## src/rtl/fire_button_ctrl_if.sv

```systemverilog
// Signal bundle between the button debouncer/game logic and fire_button_ctrl.
// master drives the button level and fire enable; slave produces the game events.
interface fire_button_ctrl_if;
    logic       btn_in;
    logic       fire_en;
    logic       press_pulse;
    logic       release_pulse;
    logic       fire_pulse;
    logic       held;
    logic [7:0] shot_count;

    modport master (
        output btn_in,
        output fire_en,
        input  press_pulse,
        input  release_pulse,
        input  fire_pulse,
        input  held,
        input  shot_count
    );

    modport slave (
        input  btn_in,
        input  fire_en,
        output press_pulse,
        output release_pulse,
        output fire_pulse,
        output held,
        output shot_count
    );
endinterface

```

## src/rtl/fire_button_ctrl.sv

```systemverilog
// Turns a debounced button level into press/release pulses, a long-press level and
// rate-limited fire pulses. Define FIRE_AUTOREPEAT_EN to enable auto-repeat fire.
module fire_button_ctrl #(
    parameter int unsigned HOLD_CYCLES     = 5_000_000,
    parameter int unsigned REPEAT_CYCLES   = 1_000_000,
    parameter int unsigned COOLDOWN_CYCLES = 500_000,
    parameter int unsigned CNT_W           = 24
) (
    input logic               clk,
    input logic               rst,
    fire_button_ctrl_if.slave btn_if
);

    typedef enum logic [1:0] {StIdle, StHold, StRepeat} state_e;

    localparam logic [CNT_W-1:0] CntOne   = CNT_W'(1);
    localparam logic [CNT_W-1:0] HoldLast = CNT_W'(HOLD_CYCLES - 1);
    // A cooldown of 0 or 1 cycles never blocks the next attempt.
    localparam logic [CNT_W-1:0] CdLoad   =
        (COOLDOWN_CYCLES <= 1) ? '0 : CNT_W'(COOLDOWN_CYCLES - 1);

    state_e           state_q, state_d;
    logic             btn_q;
    logic [CNT_W-1:0] hold_cnt_q, hold_cnt_d;
    logic [CNT_W-1:0] cd_cnt_q, cd_cnt_d;
    logic [7:0]       shot_q, shot_d;
    logic             press_q, release_q, fire_q, held_q;
    logic             held_d;
    logic             rise, fall;
    logic             fire_attempt, fire_emit;

`ifdef FIRE_AUTOREPEAT_EN
    localparam logic [CNT_W-1:0] RepLast = CNT_W'(REPEAT_CYCLES - 1);
    logic [CNT_W-1:0] rep_cnt_q, rep_cnt_d;
`endif

    assign rise = btn_if.btn_in & ~btn_q;
    assign fall = ~btn_if.btn_in & btn_q;

    always_comb begin
        state_d      = state_q;
        hold_cnt_d   = hold_cnt_q;
        fire_attempt = 1'b0;
`ifdef FIRE_AUTOREPEAT_EN
        rep_cnt_d    = rep_cnt_q;
`endif
        unique case (state_q)
            StIdle: begin
                if (rise) begin
                    state_d      = StHold;
                    hold_cnt_d   = '0;
                    fire_attempt = 1'b1;
                end
            end
            StHold: begin
                // Release has priority over reaching the long-press threshold.
                if (fall) begin
                    state_d = StIdle;
                end else if (hold_cnt_q == HoldLast) begin
                    state_d = StRepeat;
`ifdef FIRE_AUTOREPEAT_EN
                    rep_cnt_d = '0;
`endif
                end else begin
                    hold_cnt_d = hold_cnt_q + CntOne;
                end
            end
            StRepeat: begin
                if (fall) begin
                    state_d = StIdle;
`ifdef FIRE_AUTOREPEAT_EN
                end else if (rep_cnt_q == RepLast) begin
                    fire_attempt = 1'b1;
                    rep_cnt_d    = '0;
                end else begin
                    rep_cnt_d = rep_cnt_q + CntOne;
`endif
                end
            end
            default: state_d = StIdle;
        endcase
    end

    // Attempts blocked by fire_en or cooldown are dropped, never queued.
    always_comb begin
        fire_emit = fire_attempt & btn_if.fire_en & (cd_cnt_q == '0);
        if (fire_emit) begin
            cd_cnt_d = CdLoad;
        end else if (cd_cnt_q != '0) begin
            cd_cnt_d = cd_cnt_q - CntOne;
        end else begin
            cd_cnt_d = cd_cnt_q;
        end
        shot_d = shot_q + {7'd0, fire_emit};
        held_d = (state_d == StRepeat);
    end

    always_ff @(posedge clk) begin
        if (rst) begin
            state_q    <= StIdle;
            btn_q      <= 1'b0;
            hold_cnt_q <= '0;
            cd_cnt_q   <= '0;
            shot_q     <= '0;
            press_q    <= 1'b0;
            release_q  <= 1'b0;
            fire_q     <= 1'b0;
            held_q     <= 1'b0;
        end else begin
            state_q    <= state_d;
            btn_q      <= btn_if.btn_in;
            hold_cnt_q <= hold_cnt_d;
            cd_cnt_q   <= cd_cnt_d;
            shot_q     <= shot_d;
            press_q    <= rise;
            release_q  <= fall;
            fire_q     <= fire_emit;
            held_q     <= held_d;
        end
    end

`ifdef FIRE_AUTOREPEAT_EN
    always_ff @(posedge clk) begin
        if (rst) begin
            rep_cnt_q <= '0;
        end else begin
            rep_cnt_q <= rep_cnt_d;
        end
    end
`endif

    assign btn_if.press_pulse   = press_q;
    assign btn_if.release_pulse = release_q;
    assign btn_if.fire_pulse    = fire_q;
    assign btn_if.held          = held_q;
    assign btn_if.shot_count    = shot_q;

endmodule
```

## src/flat_wrapper.sv

```systemverilog
// flat-port wrapper written by rule: the top's interface ports become plain ports
module fire_button_ctrl_flat 
#(
    parameter int unsigned HOLD_CYCLES     = 5_000_000,
    parameter int unsigned REPEAT_CYCLES   = 1_000_000,
    parameter int unsigned COOLDOWN_CYCLES = 500_000,
    parameter int unsigned CNT_W           = 24
)
  (clk, rst, btn_if_btn_in, btn_if_fire_en, btn_if_press_pulse, btn_if_release_pulse, btn_if_fire_pulse, btn_if_held, btn_if_shot_count);
  fire_button_ctrl_if btn_if_i ();
  input logic clk;
  input logic rst;
  input wire logic [$bits(btn_if_i.btn_in)-1:0] btn_if_btn_in;
  input wire logic [$bits(btn_if_i.fire_en)-1:0] btn_if_fire_en;
  output wire logic [$bits(btn_if_i.press_pulse)-1:0] btn_if_press_pulse;
  output wire logic [$bits(btn_if_i.release_pulse)-1:0] btn_if_release_pulse;
  output wire logic [$bits(btn_if_i.fire_pulse)-1:0] btn_if_fire_pulse;
  output wire logic [$bits(btn_if_i.held)-1:0] btn_if_held;
  output wire logic [$bits(btn_if_i.shot_count)-1:0] btn_if_shot_count;
  assign btn_if_i.btn_in = btn_if_btn_in;
  assign btn_if_i.fire_en = btn_if_fire_en;
  assign btn_if_press_pulse = btn_if_i.press_pulse;
  assign btn_if_release_pulse = btn_if_i.release_pulse;
  assign btn_if_fire_pulse = btn_if_i.fire_pulse;
  assign btn_if_held = btn_if_i.held;
  assign btn_if_shot_count = btn_if_i.shot_count;
  fire_button_ctrl #(.HOLD_CYCLES(HOLD_CYCLES), .REPEAT_CYCLES(REPEAT_CYCLES), .COOLDOWN_CYCLES(COOLDOWN_CYCLES), .CNT_W(CNT_W)) u_core (.clk(clk), .rst(rst), .btn_if(btn_if_i));
endmodule
```

## config.mk

```make
export PLATFORM = sky130hd
export DESIGN_NAME = fire_button_ctrl_flat
export DESIGN_NICKNAME = d
export VERILOG_FILES = /design/src/rtl/fire_button_ctrl_if.sv /design/src/rtl/fire_button_ctrl.sv /design/src/flat_wrapper.sv
export SDC_FILE = /design/constraint.sdc
export NUM_CORES = 1
export LEC_CHECK = 0
export ABC_AREA = 1
export BUFFER_PORTS_ARGS = -buffer_cell sky130_fd_sc_hd__buf_2
export CORE_MARGIN = 2
export CORE_UTILIZATION = 57
export DETAILED_ROUTE_END_ITERATION = 8
export PLACE_DENSITY = 0.75
export SYNTH_ARGS = -nofsm -noshare
export SYNTH_HDL_FRONTEND = slang
export SYNTH_SLANG_ARGS = --single-unit
```

## constraint.sdc

```tcl
create_clock -name clk -period 2.9 [get_ports clk]
set_input_delay 0.435 -clock clk [delete_from_list [all_inputs] [get_ports clk]]
set_output_delay 0.435 -clock clk [all_outputs]
set_load 0.02 [all_outputs]
```

# After elaboration in Yosys (flattened, before gate mapping)
# Index checks and enable logic that the tools add are counted.
classes:
  addsub: 3
  n_eq_ne: 7
  mux: 13
  bitwise: 6
  reduce_logical: 7
ops:
  columns: ["cell", "n"]
  rows:
  - ["$mux W24", 3]
  - ["$pmux W24 S2", 1]
  - ["$mux W19", 2]
  - ["$add A24 B1 Y24 const B", 1]
  - ["$eq A24 B23 Y1 const B", 1]
  - ["$logic_not A24 Y1", 1]
  - ["$reduce_bool A24 Y1", 1]
  - ["$sub A24 B1 Y24 const B", 1]
  - ["$add A8 B1 Y8", 1]
  - ["$mux W2", 4]
  - ["$pmux W2 S3", 1]
  - ["$and A1 B1 Y1", 4]
  - ["$eq A2 B2 Y1 const B", 2]
  - ["$ne A2 B2 Y1 const B", 2]
  - ["$reduce_and A4 Y1", 1]
  - ["$reduce_bool A2 Y1", 2]
  - ["$eq A2 B1 Y1 const B", 1]
  - ["$logic_not A2 Y1", 1]
  - ["$mux W1", 2]
  - ["$ne A2 B1 Y1 const B", 1]
  - ["$not A1 Y1", 2]
  - ["$reduce_or A2 Y1", 1]
word_totals:
  register_bits: 63
  inputBits: 4
  output_inout_bits: 12
  word_cells: 46

# Longest topological paths before layout
# Gate-level depths: netlist of run 1.
logic_depth:
  depth_word: 7
  mapped_depth: 16
  ltp_nobuf: 16

# Least setup slack after synthesis of run 1
# Ideal clock, no wire load.
synth_path:
  kind: "register to register"
  from: "register u_core.cd_cnt_q[0]"
  to: "register u_core.shot_q[6] (netlist: u_core.btn_if.shot_count[6])"
  setup_time_ns: 0.129
  arrival_ns: 2.110
  required_time_ns: 2.771
  slack_ns: 0.662
  stages_incl_launch_ff: 17
  n_path_buf: 0
  synth_period_minus_slack_ns: 2.238
  cell_sequence: "dfxtp_1 inv_1 ha_1 nand2_2 nor2_4 nand3_2 nor2_4 nand2_2 inv_1 ha_1 ha_1 nand2_1 nor2_1 inv_1 nor3_1 xnor2_1 nor2_1"
synth_via:
  elab_chain_cells: 3
synth_rtl:
  columns: ["item", "line", "rtl"]
  rows:
  - ["start, declared", "fire_button_ctrl.sv:25", "logic [CNT_W-1:0] cd_cnt_q, cd_cnt_d;"]
  - ["start signal, assigned", "fire_button_ctrl.sv:113", "cd_cnt_q <= cd_cnt_d;"]
  - ["$logic_not A24 Y1", "fire_button_ctrl.sv:86", "fire_emit = fire_attempt & btn_if.fire_en & (cd_cnt_q == '0);"]
  - ["$and A1 B1 Y1", "fire_button_ctrl.sv:86", null]
  - ["via u_core.fire_emit", "fire_button_ctrl.sv:30", "logic fire_attempt, fire_emit;"]
  - ["$add A8 B1 Y8", "fire_button_ctrl.sv:94", "shot_d = shot_q + {7'd0, fire_emit};"]
  - ["end signal, assigned", "fire_button_ctrl.sv:114", "shot_q <= shot_d;"]
  - ["end, declared", "fire_button_ctrl.sv:26", "logic [7:0] shot_q, shot_d;"]
# The timed path passes the listed nets, and every way through them passes these cells.
# A chain may end at the register's enable or synchronous reset.

# Worst setup path in the final report of run 1
# Ends and elaborated chain as after synthesis.

==> results.ini, run 1 <==
[placement]
dp.cells=624
portBuffers=15
gp_congestion=0.906
dp_hpwl_mm=5.74

[clock_network]
clk_latency_ns=0.35
postCtsHoldBufs=0
root_buffer=clkbuf_8
cts_buffers=9
cts_sinks=63
cts_htree_levels=3
postCtsResizedCells=0
cts_tree=built
path_clk_slew_ns=0.07
postCtsSetupBuffers=0
clock_path_buffers=2

[worst_setup_path]
crit_path_end_kind=register
worst-path-buf-inv=3
cp_top_family=simple AND/OR/NAND/NOR gates
start_kind=register
required_ns=3.13
cp_max_fo=6
ff2ff_setup_slack_ns=0.39
crit_path_top_delay_cell=dfxtp_1
crit_chain=inv_1, ha_1, nand2_2, nor2_4, nand3_2, nor2_4, nand2_2, inv_1, ha_1, ha_1, nand2_1, nor2_1, inv_1, nor3_1, xnor2_1, nor2_1
slowest_delay_ns=0.32
criticalPathCategory=reg2reg
critical_path_arrival_ns=2.73

[power]
power_per_cell_area_nw_per_um2=917
ir_worst_vdd_mv=0.753
total_leakage_power_nw=1.52
finalPower_mw=3.60

[logic_synthesis]
syn_area_per_cell_sq_um=6.68
ys_types=34
ys_ff_latch=63
synth_nets=552
ys_seq_area_share_pct=34.7
syn-cell-area_sq_um=3640
yosysWarningCount=0
syn_inst=544

[finish]
nets=566
diodes=0
drive_gt1_share_pct=14.7
syn_to_final_growth_pct=7.91
fin_cells=640

[global_routing]
grt_pass1_vias=3228
grt.overflow.total=0
antenna_found_initial=0
grt_pass1_wl_mm=14.0
grt_max_degree=37
track_usage_pct=24.3

[hold_path]
holdCritPathClass=in2reg

[sta]
slew_headroom_pct=64.8
setup_viol=0
rsz0062_at_grt=false
hold_viol=0
clock-skew-final_ns=0.0115
post-route-period-util_pct=86.4
max_freq_mhz=399
timing.setup.tns_ns=0
tightest_slew_ns=0.528
slew_viol_final=0
fin_crit_ns=2.51

[floorplan]
die_height_um=83.9
die_x_um=83.9
start_util_pct=58.3
num_rows=29
core_area_sq_um=6240
die_area_sq_um=7030
io_pins=16

[detailed_routing]
vias=3365
dr.pass1.iters=4
routed_wl_mm=7.91
drc_errors=0
first_iter_violations=141
antenna_left=0
viasPerCell=5.26
post_drt_wl_per_cell_um=12.4

[run]
cap_violations=0

[status]
status=completed

[cells in the final DEF, fill, tap and decap left out, drive strengths merged]
master    count
a211oi        2
a21oi        30
a31oi         2
buf          16
bufinv        1
clkbuf       11
clkinv        3
clkinvlp      1
dfxtp        63
ha            4
inv          42
nand2       146
nand3        34
nand3b        1
nand4         5
nor2        146
nor3         11
nor3b         3
nor4          1
o21ai        12
o31a          1
o31ai         1
xnor2        13
xor2         14
[metrics by stage]
step | area [sq um] | util, % | setup slack (ns) | hold WS [ns]
6_report | 3920 | 62.9 | 0.394 | 0.333
5_1_grt | 3920 | 62.9 | 0.136 | 0.332
4_1_cts | 3920 | 62.9 | 0.401 | 0.325
3_5_place_dp | 3730 | 59.7 | 0.403 | 0.470
3_3_place_gp | 3730 | 59.7 | 0.539 | 0.467
2_1_floorplan | 3640 | - | 0.662 | 0.440
[cell usage after synthesis]
cell / n / area (sq um)
dfxtp_1: 63 / 1260
nor2_1: 131 / 492
nor4_1: 1 / 6.26
a211oi_1: 2 / 15.0
nor3b_1: 1 / 7.51
nand2_2: 7 / 43.8
nor3b_2: 2 / 25.0
nand3_2: 7 / 70.1
buf_6: 5 / 56.3
ha_1: 4 / 50.1
nand3_1: 27 / 135
buf_2: 2 / 10.0
nand2_4: 2 / 22.5
inv_1: 39 / 146
nor3_2: 2 / 20.0
a21oi_2: 14 / 123
nor2_2: 12 / 75.1
clkinv_1: 1 / 3.75
xor2_1: 14 / 123
xnor2_1: 13 / 114
o21ai_0: 9 / 45.0
o31ai_1: 1 / 7.51
nor3_1: 9 / 45.0
clkbuf_1: 6 / 22.5
nor2_4: 3 / 33.8
nand3b_1: 1 / 7.51
nand4_2: 1 / 12.5
a31oi_1: 2 / 12.5
nand4_1: 4 / 25.0
o21ai_1: 3 / 15.0
a21oi_1: 16 / 80.1
nand2_1: 137 / 514
o31a_1: 1 / 8.76
inv_2: 2 / 7.51
[cell families after synthesis]
family	after synthesis	synth area share [%]
fa+ha+maj	4	1.38
compound gates	48	8.43
xor+xnor	27	6.50
flops	63	34.7
buf+inv	55	6.78
simple gates	347	42.2
[cell type report]
class,instances,area (sq um)
clock inverter,5,56.3
clock buffer,11,141
multi-input combinational,426,2130
sequential,63,1260
tap,77,96.3
inverter,42,158
timing repair buffer,16,82.6
fill,597,2320
[flip-flops by register name, indices dropped and copies added, names as in the netlist]
register,cells
u_core.btn_if.held,1
u_core.btn_if.release_pulse,1
u_core.btn_if.fire_pulse,1
u_core.hold_cnt_q,24
u_core.cd_cnt_q,24
u_core.btn_if.shot_count,8
u_core.btn_if.press_pulse,1
u_core.btn_q,1
u_core.state_q,2
[report_power, final]
part           total (mW)  switching [mW]  internal [mW]
registers            1.17           0.145           1.03
clock network       0.782           0.362          0.421
logic                1.64            1.08          0.566
[routing by layer]
metal	global-route usage (%)	up-vias	routed length [um]
met3	6.23	16	306
li1	-	1744	-
met1	29.1	1549	3600
met5	0	-	0
met2	41.6	56	3870
met4	9.24	0	138
[final timing paths]
kind | end | startpoint | cells past startpoint
setup / recovery | u_core.btn_if.shot_count[6]$_SDFF_PP0_ | u_core.cd_cnt_q[0]$_SDFFE_PP0P_ | 16
hold / removal | u_core.btn_q$_SDFF_PP0_ | btn_if_btn_in | 3
setup reg to reg | u_core.btn_if.shot_count[6]$_SDFF_PP0_ | u_core.cd_cnt_q[0]$_SDFFE_PP0P_ | 16
hold reg to reg | u_core.btn_if.release_pulse$_SDFF_PP0_ | u_core.btn_q$_SDFF_PP0_ | 2
[worst register-to-register path: stages (launching register included)]
cell and delay, ns:
dfxtp_1 0.32, inv_1 0.12, ha_1 0.26, nand2_2 0.11
nor2_4 0.16, nand3_2 0.12, nor2_4 0.13, nand2_2 0.12
inv_1 0.09, ha_1 0.17, ha_1 0.17, nand2_1 0.07
nor2_1 0.09, inv_1 0.06, nor3_1 0.19, xnor2_1 0.15
nor2_1 0.05
(Power assumes the default switching activity.)
==> run 2: changes to the inputs <==
--- a/config.mk
+++ b/config.mk
@@ -7,6 +7,7 @@
 export LEC_CHECK = 0
 export ABC_AREA = 1
 export BUFFER_PORTS_ARGS = -buffer_cell sky130_fd_sc_hd__buf_2
+export CORE_ASPECT_RATIO = 0.8
 export CORE_MARGIN = 2
 export CORE_UTILIZATION = 57
 export DETAILED_ROUTE_END_ITERATION = 8
==> run 2 against run 1 <==
Compared with the run above: routed wire length is 3.7% higher; largest power group unchanged; critical endpoint unchanged; fmax is 0.56% higher; power is 3.8% higher.
==> results.ini, run 2 (same netlist as run 1, synthesis figures left out) <==
[floorplan]
start_util_pct=60.2  ; +2.0 points
die_area_sq_um=7040  ; about the same
num_rows=25  ; -14%
core_area_sq_um=6040  ; -3.3%
io_pins=16  ; unchanged
die_x_um=93.3  ; +11%
die_height_um=75.4  ; -10%

[worst_setup_path]
crit_start=u_core.cd_cnt_q[0]$_SDFFE_PP0P_
r2r-end=u_core.btn_if.shot_count[6]$_SDFF_PP0_
r2r_cells=16  ; unchanged
r2r_start=u_core.cd_cnt_q[0]$_SDFFE_PP0P_
critical_path_arrival_ns=2.71  ; -0.02 ns
cp_max_fo=6  ; unchanged
ff2ff_setup_slack_ns=0.41  ; about the same
crit_path_end_kind=register
required_ns=3.12  ; about the same
start_kind=register
worst_setup_path_endpoint=u_core.btn_if.shot_count[6]$_SDFF_PP0_
criticalPathCategory=reg2reg

[sta]
fin_crit_ns=2.49  ; -0.0139 ns
setup_viol=0  ; unchanged
holdWs_ns=0.324  ; -0.00967 ns
hold_viol=0  ; unchanged
slew_viol_final=0  ; unchanged
slew_headroom_pct=65.2  ; +0.41 points
post-route-period-util_pct=85.9  ; -0.48 points
rsz0062_at_grt=false
clock-skew-final_ns=0.00809  ; -0.00344 ns
timing.setup.tns_ns=0  ; unchanged
max_freq_mhz=401  ; +0.56%
tightest_slew_ns=0.522  ; -0.00615 ns

[detailed_routing]
first_iter_violations=305  ; +120%
routed_wl_mm=8.21  ; +3.7%
drc_errors=0  ; unchanged
vias=3401  ; +1.1%
post_drt_wl_per_cell_um=12.8  ; +3.2%
antenna_left=0  ; unchanged
dr.pass1.iters=5  ; +1
viasPerCell=5.29  ; +0.60%

[finish]
drive_gt1_share_pct=14.6  ; -0.15 points
diodes=0  ; unchanged
fillers=544  ; -8.9%
register_area_sq_um=1260  ; unchanged
final_cell_mix=nand2_1, nor2_1, dfxtp_1, inv_1, nand3_1
final_common_cell=nand2_1
fin_cells=643  ; +0.47%
final_core_util_pct=65.3  ; +2.4 points
multiInputGateArea_sq_um=2130  ; unchanged
nets=566  ; unchanged
syn_to_final_growth_pct=8.43

[hold_path]
holdCritPathClass=in2reg

[power]
ir_worst_vdd_mv=0.459  ; -39%
total_leakage_power_nw=1.53  ; +0.62%
power_per_cell_area_nw_per_um2=947  ; +3.3%

[clock_network]
postCtsHoldBufs=0  ; unchanged
clock_path_buffers=2  ; unchanged
cts_htree_levels=3  ; unchanged
clk_latency_ns=0.34  ; about the same
postCtsSetupBuffers=0  ; unchanged
root_buffer=clkbuf_8
cts_sinks=63  ; unchanged
cts_buffers=9  ; unchanged
cts_tree=built
postCtsResizedCells=0  ; unchanged
path_clk_slew_ns=0.07  ; about the same

[placement]
gp_congestion=0.932  ; +2.8%
portBuffers=15  ; unchanged
dp.cells=628  ; +0.64%
dp_hpwl_mm=5.85  ; +1.9%

[run]
cap_violations=0  ; unchanged

[global_routing]
grt_max_degree=37  ; unchanged
track_usage_pct=25.4  ; +1.1 points
grt_pass1_wl_mm=13.8  ; -1.1%
grt_pass1_vias=2885  ; -11%
antenna_found_initial=0  ; unchanged
grt.overflow.total=0  ; unchanged

[status]
status=completed

==> run 2: stage by stage <==
step                setup WS (ns)  total power [mW]  instance area [sq um]
floorplan                   0.662              2.53                   3640
global placement            0.547              2.80                   3730
detailed placement          0.425              2.84                   3730
CTS                         0.415              3.72                   3940
global route                0.106              4.03                   3940
finish                      0.408              3.73                   3940
==> run 2: layout make-up <==
type	count	area share [%]
inverter	42	4.00
tap	81	2.57
clock inverter	4	1.78
multi-input combinational	426	54.0
sequential	63	32.0
clock buffer	11	3.59
timing repair buffer	16	2.09
==> run 2: layer usage <==
metal | track usage (%) | share of wire [%]
met5 | 0 | 0
met2 | 33.4 | 39
met4 | 11.1 | 1.7
met3 | 5.84 | 7.5
met1 | 39.1 | 52
==> run 2: worst min-delay path by stage <==
stage / start / endpoint / slack (ns) / cells after the start
after global routing: btn_if_btn_in / u_core.btn_q$_SDFF_PP0_ / 0.36 / 3
after floorplan: u_core.btn_q$_SDFF_PP0_ / u_core.btn_if.release_pulse$_SDFF_PP0_ / 0.44 / 2
after global placement: u_core.btn_q$_SDFF_PP0_ / u_core.btn_if.release_pulse$_SDFF_PP0_ / 0.47 / 2
final: btn_if_btn_in / u_core.btn_q$_SDFF_PP0_ / 0.32 / 3
after CTS: btn_if_btn_in / u_core.btn_q$_SDFF_PP0_ / 0.31 / 3
after detailed placement: u_core.btn_q$_SDFF_PP0_ / u_core.btn_if.release_pulse$_SDFF_PP0_ / 0.47 / 2
==> run 2: power by group <==
part / internal, mW / switching [mW]
clock: 0.500 / 0.342
sequential: 1.03 / 0.154
combinational: 0.566 / 1.15
total: 2.09 / 1.64
==> run 2: worst max-delay path, cell delays in order, from the launching register on <==
cell and delay [ns]:
dfxtp_1 0.31, inv_1 0.12, ha_1 0.27, nand2_2 0.12, nor2_4 0.17, nand3_2 0.13, nor2_4 0.13, nand2_2 0.13
inv_1 0.08, ha_1 0.16, ha_1 0.16, nand2_1 0.07, nor2_1 0.09, inv_1 0.06, nor3_1 0.17, xnor2_1 0.14
nor2_1 0.05
==> run 3: changes to the inputs <==
--- a/config.mk
+++ b/config.mk
@@ -5,13 +5,15 @@
 export SDC_FILE = /design/constraint.sdc
 export NUM_CORES = 1
 export LEC_CHECK = 0
-export ABC_AREA = 1
+export ABC_AREA = 0
 export BUFFER_PORTS_ARGS = -buffer_cell sky130_fd_sc_hd__buf_2
+export CELL_PAD_IN_SITES_DETAIL_PLACEMENT = 0
+export CELL_PAD_IN_SITES_GLOBAL_PLACEMENT = 1
 export CORE_ASPECT_RATIO = 0.8
 export CORE_MARGIN = 2
-export CORE_UTILIZATION = 57
+export CORE_UTILIZATION = 45
 export DETAILED_ROUTE_END_ITERATION = 8
-export PLACE_DENSITY = 0.75
+export PLACE_DENSITY = 0.77
 export SYNTH_ARGS = -nofsm -noshare
 export SYNTH_HDL_FRONTEND = slang
 export SYNTH_SLANG_ARGS = --single-unit
==> run 3 against run 2 <==
Compared with the run above: fmax up 1.9%; register-to-register slack gained 0.05 ns; critical path type unchanged; area after synthesis down 15%; setup slack better by 0.047 ns; synthesized cell count decreased by 33%.
==> results.ini, run 3 <==
[global_routing]
grt_pass1_vias=2650  ; -8.1%
grt.overflow.total=0  ; unchanged
track_usage_pct=21.1  ; -4.3 points
grt_pass1_wl_mm=13.0  ; -6.1%
antenna_found_initial=0  ; unchanged
grt_max_degree=34  ; -8.1%

[sta]
slew_headroom_pct=55.1  ; -10 points
clock-skew-final_ns=0.00756  ; -0.000533 ns
tightest_slew_ns=0.669  ; +0.147 ns
post-route-period-util_pct=84.3  ; -1.6 points
hold_viol=0  ; unchanged
timing.setup.tns_ns=0  ; unchanged
setup_viol=0  ; unchanged
slew_viol_final=0  ; unchanged
holdWs_ns=0.371  ; +0.0474 ns
max_freq_mhz=409  ; +1.9%
rsz0062_at_grt=false
fin_crit_ns=2.45  ; -0.0469 ns

[worst_setup_path]
cp_max_fo=4  ; -2
crit_path_end_kind=register
ff2ff_setup_slack_ns=0.45  ; +0.05 ns
r2r_cells=11  ; -5
r2r-end=u_core.btn_if.shot_count[7]$_SDFF_PP0_
required_ns=3.13  ; about the same
criticalPathCategory=reg2reg
start_kind=register
critical_path_arrival_ns=2.67  ; -0.04 ns
r2r_start=u_core.cd_cnt_q[0]$_SDFFE_PP0P_

[floorplan]
num_rows=26  ; +4.0%
die_area_sq_um=7550  ; +7.3%
die_x_um=96.7  ; +3.6%
core_area_sq_um=6510  ; +7.8%
die_height_um=78.1  ; +3.6%
io_pins=16  ; unchanged
start_util_pct=47.5  ; -13 points

[finish]
syn_to_final_growth_pct=11.7
diodes=0  ; unchanged
final_core_util_pct=53.1  ; -12 points
fin_cells=473  ; -26%
final_cell_mix=dfxtp_1, a21oi_1, nand2_1, or3_1, nor2_1
fillers=654  ; +20%
drive_gt1_share_pct=12.6  ; -2.0 points
stdcell_area_sq_um=3450  ; -12%
final_common_cell=dfxtp_1
nets=392  ; -31%

[logic_synthesis]
ys_types=46  ; +35%
synth.top_cells.by_area=dfxtp_1, a21oi_1, or3_1, or4_1, nand2_1
syn_area_per_cell_sq_um=8.49  ; +27%
synth.most_common_cell=dfxtp_1
synth_top_cell_area_share_pct=40.8  ; +6.1 points
async_reset_ff_share_pct=0  ; unchanged
ys.flop_type=dfxtp_1
ys_seq_area_share_pct=40.8  ; +6.1 points
yosysTopAreaCell=dfxtp_1
syn_inst=364  ; -33%
ys_ff_latch=63  ; unchanged
synth_nets=372  ; -33%
netlist_top_cells_count=dfxtp_1, a21oi_1, nand2_1, or3_1, nor2_1
synth-edff-count=0  ; unchanged
yosysWarningCount=0  ; unchanged
syn-cell-area_sq_um=3090  ; -15%

[detailed_routing]
antenna_left=0  ; unchanged
wl_met2_mm=3.03  ; -5.9%
routed.top_layer=met4
first_iter_violations=150  ; -51%
post_drt_wl_per_cell_um=15.5  ; +22%
viasPerCell=5.93  ; +12%
vias=2806  ; -17%
route.met3.wl_um=318  ; -48%
dr.pass1.iters=4  ; -1
routed_wl_mm=7.34  ; -11%
drc_errors=0  ; unchanged
wl_met1_mm=3.94  ; -6.9%

[clock_network]
cts_sinks=63  ; unchanged
cts_htree_levels=3  ; unchanged
cts_tree=built
postCtsHoldBufs=0  ; unchanged
clock_path_buffers=2  ; unchanged
clk_latency_ns=0.35  ; about the same
postCtsSetupBuffers=0  ; unchanged
cts_buffers=9  ; unchanged
path_clk_slew_ns=0.07  ; about the same
root_buffer=clkbuf_8
postCtsResizedCells=0  ; unchanged

[placement]
portBuffers=15  ; unchanged
dp.cells=457  ; -27%
gp_congestion=0.803  ; -14%
dp_hpwl_mm=4.99  ; -15%
placed_cell_area_sq_um=3280  ; -12%

[power]
power_per_cell_area_nw_per_um2=908  ; -4.1%
ir_worst_vdd_mv=0.553  ; +21%
total_leakage_power_nw=1.22  ; -20%

[hold_path]
holdCritPathClass=in2reg
hp-start=btn_if_btn_in
holdPathStages=2  ; -1
hold_path_end=u_core.btn_q$_SDFF_PP0_

[status]
status=completed

[run]
cap_violations=0  ; unchanged

run 3: cell count changes after synthesis, sizes merged, moves of 8 or more:
cell / previous run / this run
o21ai: 12 / 21
or3: 0 / 26
nand2: 146 / 26
nor4: 1 / 9
or4: 0 / 17
nand3: 34 / 16
nor2: 146 / 20
inv: 41 / 8
xnor2: 13 / 3
nor4b: 0 / 9
and3: 0 / 8
run 3: logic make-up (layout without fill, tap and decap cells):
group,count (synthesis),after routing,synth area share (%)
buffers and inverters,23,48,3.04
AO/OA/AOI/OAI,85,85,16.6
flip-flops,63,63,40.8
adder cells (fa/ha/maj),4,4,1.62
XOR/XNOR,10,10,2.83
multiplexers,5,5,1.62
AND/OR/NAND/NOR,174,174,33.5
run 3: stage by stage:
stage               worst slack (ns)  power, mW
global route                   0.216       3.40
floorplan                      0.226       2.09
detailed placement             0.246       2.44
finish                         0.455       3.14
global placement               0.389       2.43
CTS                            0.241       3.14
run 3: critical path: stages, from the launching register on:
cell and delay [ns]:
dfxtp_1 0.34, inv_1 0.06, ha_1 0.20, nor4b_2 0.32, nand4_1 0.18, or3_1 0.42
inv_1 0.13, ha_1 0.18, and3_1 0.21, nand3_1 0.10, xor2_1 0.14, nor2_1 0.05
run 3: metal layers:
layer | track usage [%] | vias to the layer above
met1 | 31.4 | 1313
met4 | 6.34 | 0
met2 | 29.7 | 50
li1 | - | 1436
met5 | 0 | -
met3 | 5.34 | 7
run 3: how the worst max path moves through the flow:
| stage | start | endpoint | slack [ns] | cells after the start |
|---|---|---|---|---|
| floorplan | u_core.cd_cnt_q[0]$_SDFFE_PP0P_ | u_core.btn_if.shot_count[5]$_SDFF_PP0_ | 0.23 | 12 |
| global placement | u_core.cd_cnt_q[0]$_SDFFE_PP0P_ | u_core.btn_if.shot_count[5]$_SDFF_PP0_ | 0.39 | 11 |
| detailed placement | u_core.cd_cnt_q[0]$_SDFFE_PP0P_ | u_core.btn_if.shot_count[5]$_SDFF_PP0_ | 0.25 | 11 |
| CTS | u_core.cd_cnt_q[0]$_SDFFE_PP0P_ | u_core.btn_if.shot_count[5]$_SDFF_PP0_ | 0.24 | 11 |
| global route | u_core.cd_cnt_q[0]$_SDFFE_PP0P_ | u_core.btn_if.shot_count[5]$_SDFF_PP0_ | 0.22 | 11 |
| finish | u_core.cd_cnt_q[0]$_SDFFE_PP0P_ | u_core.btn_if.shot_count[7]$_SDFF_PP0_ | 0.45 | 11 |
run 3: cell type report:
| cell class | instances | area (sq um) | area share, % |
|---|---|---|---|
| multi-input combinational | 278 | 1740 | 50.5 |
| sequential | 63 | 1260 | 36.5 |
| timing repair buffer | 24 | 143 | 4.13 |
| clock buffer | 9 | 124 | 3.59 |
| tap | 84 | 105 | 3.04 |
| clock inverter | 7 | 48.8 | 1.41 |
| inverter | 8 | 30.0 | 0.869 |
run 3: report_power, final:
part / switching [mW] / internal (mW)
Combinational: 0.765 / 0.493
Clock: 0.373 / 0.309
Sequential: 0.177 / 1.02
